<file path="src/rtl/cond_exec_unit.sv">
// Condition-execute stage: holds the architectural NZCV flags, checks each Execute
// instruction's ARM condition against them, and registers the gated enables into M.
module cond_exec_unit #(
   parameter logic [3:0] FLAG_RESET = 4'b0000
) (
   input  logic       clk,
   input  logic       reset_n,
   input  logic       valid_e,
   input  logic [3:0] cond_e,
   input  logic [3:0] alu_flags_e,
   input  logic [1:0] flag_write_e,
   input  logic       reg_write_e,
   input  logic       mem_write_e,
   input  logic       pc_src_e,
   input  logic       stall,
   input  logic       flush,
   output logic       cond_ex_e,
   output logic       branch_taken_e,
   output logic       reg_write_m,
   output logic       mem_write_m,
   output logic       valid_m,
   output logic [3:0] flags_q
);

   logic flag_n, flag_z, flag_c, flag_v;
   logic cond_pass;
   logic flag_update;

   assign flag_n = flags_q[3];
   assign flag_z = flags_q[2];
   assign flag_c = flags_q[1];
   assign flag_v = flags_q[0];

   // The decode deliberately reads the stored flags, not the ALU's current output.
   always_comb begin
      cond_pass = 1'b1;
      case (cond_e)
         4'b0000: cond_pass = flag_z;
         4'b0001: cond_pass = ~flag_z;
         4'b0010: cond_pass = flag_c;
         4'b0011: cond_pass = ~flag_c;
         4'b0100: cond_pass = flag_n;
         4'b0101: cond_pass = ~flag_n;
         4'b0110: cond_pass = flag_v;
         4'b0111: cond_pass = ~flag_v;
         4'b1000: cond_pass = flag_c & ~flag_z;
         4'b1001: cond_pass = ~flag_c | flag_z;
         4'b1010: cond_pass = (flag_n == flag_v);
         4'b1011: cond_pass = (flag_n != flag_v);
         4'b1100: cond_pass = ~flag_z & (flag_n == flag_v);
         4'b1101: cond_pass = flag_z | (flag_n != flag_v);
         default: cond_pass = 1'b1;
      endcase
   end

   assign cond_ex_e      = valid_e & cond_pass;
   assign branch_taken_e = pc_src_e & cond_ex_e;
   assign flag_update    = cond_ex_e & ~stall & ~flush;

   always_ff @(posedge clk or negedge reset_n) begin
      if (!reset_n) begin
         flags_q <= FLAG_RESET;
      end else if (flag_update) begin
         if (flag_write_e[1]) flags_q[3:2] <= alu_flags_e[3:2];
         if (flag_write_e[0]) flags_q[1:0] <= alu_flags_e[1:0];
      end
   end

   // Flush takes priority over stall so the hazard unit can always force a bubble.
   always_ff @(posedge clk or negedge reset_n) begin
      if (!reset_n) begin
         reg_write_m <= 1'b0;
         mem_write_m <= 1'b0;
         valid_m     <= 1'b0;
      end else if (flush) begin
         reg_write_m <= 1'b0;
         mem_write_m <= 1'b0;
         valid_m     <= 1'b0;
      end else if (!stall) begin
         reg_write_m <= reg_write_e & cond_ex_e;
         mem_write_m <= mem_write_e & cond_ex_e;
         valid_m     <= valid_e;
      end
   end

endmodule

</file>
<file path="config.mk">
export PLATFORM = sky130hd
export DESIGN_NAME = cond_exec_unit
export DESIGN_NICKNAME = d
export VERILOG_FILES = /design/src/rtl/cond_exec_unit.sv
export SDC_FILE = /design/constraint.sdc
export NUM_CORES = 1
export LEC_CHECK = 0
export CORE_UTILIZATION = 41
export CTS_BUF_LIST = sky130_fd_sc_hd__clkbuf_4 sky130_fd_sc_hd__clkbuf_8 sky130_fd_sc_hd__clkbuf_16
export DETAILED_ROUTE_END_ITERATION = 12
export GPL_ROUTABILITY_DRIVEN = 0
export PLACE_DENSITY = 0.81
export SKIP_LAST_GASP = 1
export SLEW_MARGIN = 0
export SYNTH_ARGS = -nofsm -noshare
export SYNTH_HDL_FRONTEND = slang
export SYNTH_SLANG_ARGS = --single-unit
</file>
<file path="constraint.sdc">
create_clock -name clk -period 3.7 [get_ports clk]
set_input_delay 1.11 -clock clk [delete_from_list [all_inputs] [get_ports clk]]
set_output_delay 1.11 -clock clk [all_outputs]
set_load 0.05 [all_outputs]
</file>
==> results_dict.tcl <==
set metrics [dict create \
    r2r_slack_ns 1.76 \
    design.die.area_um2 1470 \
    synth_top_area_cell "dfrtp_1" \
    internal_power_w 0.000270 \
    grt_pass1_wl_mm 2.42 \
    cts_tree "yes" \
    clockBufferDepth 2 \
    r2r-start "flags_q[2]" \
    hold_viol 0 \
    grt_max_degree 9 \
    stdcell_count 117 \
    timing.fmax_mhz 277 \
    synthSimpleGateAreaFrac_pct 22.9 \
    yosysSeqAreaShare_pct 32.4 \
    cts_max_level 1 \
    endpoint "branch_taken_e" \
    start_util_pct 46.2 \
    arrival_ns 2.50 \
    rows 12 \
    hold_path.class "register to register" \
    cp.required_ns 2.59 \
    cp-start-kind "input pin" \
    rsz0062_at_grt "no" \
    layout.nets 122 \
    reg2reg_depth 6 \
    final_core_util_pct 79.0 \
    skew_ns 0.00466 \
    worstMarginPinSlew_ns 0.493 \
    hold_ws_ns 0.492 \
    ir_drop_v 0.000421 \
    port_buffers 26 \
    fin_crit_sh_pct 97.6 \
    drv_slew 0 \
    leakagePower_nw 0.399 \
    synth_edf_count 0 \
    wirelength_mm 1.54 \
    wl_per_cell_um 13.2 \
    layout-drive-gt1-share_pct 20.4 \
    postCtsSetupBuffers 0 \
    grt_overflow 0 \
    vias 651 \
    dp.final_hpwl_mm 1.24 \
    final_antenna_net_count 0 \
    ios 27 \
    antennaDiodeCount 0 \
    track_usage_pct 25.1 \
    dp_cells 113 \
    clk_pin_slew_ns 0.05 \
    power_switching_w 0.000224 \
    comb_power_share_pct 59.2 \
    drtIter0Drc 20 \
    power_frac_clock_pct 14.8 \
    fin_area_um2 925 \
    synthDistinctLibCells 28 \
    grt_pass1_vias 606 \
    clock_latency_ns 0.25 \
    muxShareOfSynthArea_pct 1.85 \
    critPathCaptureType "output port" \
    antenna_found_initial 0 \
    yosys_most_used_dff "dfrtp_1" \
    synthTopCellsByCount "7 x dfrtp_1, 7 x inv_1, 5 x nand2_1, 5 x o21ai_0, 4 x o32ai_1" \
    synth_area_um2 541 \
    critPathLaunch "cond_e[2]" \
    clock_sinks 7 \
    cts_made_buffers 3 \
    yosysWarnings 0 \
    status "complete, no violations" \
    synthTopCellsByArea "dfrtp_1 32%, o32ai_1 6.5%, a32o_1 5.6%, inv_1 4.9%, o21ai_0 4.6%" \
    first_pass_iters 4 \
    p_sw_share_pct 45.3 \
    synth_top_family_by_area "compound AO/OA/AOI/OAI gates" \
    core_area_um2 1170 \
    synthAdderAreaFrac_pct 0 \
    synth_compound_gate_area_share_pct 31.3 \
    setup_viol 0 \
    r2r-end "flags_q[1]" \
    cts-root-buf "clkbuf_4" \
    finalPower_w 0.000494 \
    max-cap-violations 0 \
    slew_headroom_pct 67.1 \
    synth_nets 83 \
    seqPwrFrac_pct 26.0 \
    yosysTopAreaCellShare_pct 32.4 \
    die_y_um 38.3 \
    syn_area_per_cell_um2 8.32 \
    critPathMaxFanout 5 \
    hold_buffers 0 \
    drc 0 \
    syn_inst 65 \
    worstSetupPathType "input pin to output port" \
    cellPowerDensity_nw_per_um2 534 \
    area_growth_pct 71.1 \
    dpl-instance-area_um2 878 \
    ys_ff_latch 7 \
    die_w_um 38.3 \
    synth_xor_area_share_pct 4.86 \
    fin_crit_ns 3.61 \
    ys_async_sr_fraction_pct 100 \
    vias_per_cell 5.56 \
]
## layout make-up
class / count / area, um2
Multi-Input combinational cell: 49 / 350
Timing Repair Buffer: 36 / 325
Fill cell: 98 / 246
Sequential cell: 7 / 175
Clock buffer: 4 / 30.0
Inverter: 7 / 26.3
Tap cell: 14 / 17.5
## through the flow
step	worst slack (ns)	TNS (ns)
finish	0.0875	0
CTS	0.0550	0
global placement	-0.178	-0.338
global route	0.0124	0
floorplan	0.204	0
detailed placement	-0.215	-0.396
## metal layers
layer | part of all wire [%] | up-vias | global-route usage (%)
met3 | 2.7 | 0 | 3.49
met1 | 44 | 315 | 29.5
met5 | 0 | - | 0
met2 | 53 | 16 | 42.4
li1 | - | 320 | -
met4 | 0 | 0 | 16.1
## kinds of logic (layout without fill, tap and decap cells)
family	Yosys count	count (layout)
xor+xnor	3	3
simple gates	22	22
compound gates	23	23
mux	1	1
buf+inv	9	47
flops	7	7
## worst max-delay path, cell delays in order
cell and delay [ns]:
dlygate4sd2_1 0.27, buf_4 0.16, nor3b_2 0.15, a31oi_1 0.15, o32a_1 0.18, nand3_1 0.11, and3_1 0.22, buf_6 0.15
## power by group through the flow
stage / registers (W) / clock network, W / logic, W
after CTS: 0.000128 / 0.0000769 / 0.000290
final: 0.000129 / 0.0000729 / 0.000292
after global placement: 0.000129 / 0 / 0.000277
after floorplan: 0.000193 / 0 / 0.000102
after global routing: 0.000133 / 0.0000769 / 0.000311
after detailed placement: 0.000129 / 0 / 0.000282
## repair_timing
item / CTS / global route
cloned: 0 / 0
pin swaps: 2 / 0
gates resized for setup: 9 / 3
hold endpoints to repair: 0 / 0
endpoints found under the setup margin: 2 / 2
## sequential cells by signal, summed over array words and instances, names as in the netlist
signal and count:
flags_q 4, mem_write_m 1, reg_write_m 1, valid_m 1
## worst min path at each step
stage | startpoint | end | slack [ns] | cells past startpoint
6_report | reg_write_m | reg_write_m | 0.49 | 1
5_1_grt | reg_write_m | reg_write_m | 0.50 | 1
4_1_cts | reg_write_m | reg_write_m | 0.49 | 1
3_5_place_dp | reg_write_m | reg_write_m | 0.48 | 1
3_3_place_gp | mem_write_m | mem_write_m | 0.48 | 1
2_1_floorplan | valid_m | valid_m | 0.76 | 2
## layout by cell type (no fill, tap or decap)
master            n
clkdlybuf4s50_1  20
o32a_1            1
clkbuf_4          4
and2_1            2
inv_1             7
a211oi_1          1
o21a_1            1
clkbuf_2          1
nand2_1           5
and2b_1           1
dlygate4sd2_1     3
xnor2_1           2
nand2b_1          3
and3_1            1
a221oi_2          1
o32ai_1           4
buf_6             1
a32o_1            3
nor2b_1           3
nand4bb_1         1
a21oi_1           3
nor2_1            2
nor3b_2           1
a31oi_1           1
buf_4            11
xor2_1            1
o21ai_1           1
a311o_1           1
o21ai_0           4
nand3_1           3
mux2i_1           1
dfrtp_1           7
o221ai_2          1
o21ai_2           1
Note: power is estimated with default switching activity, not from simulation.
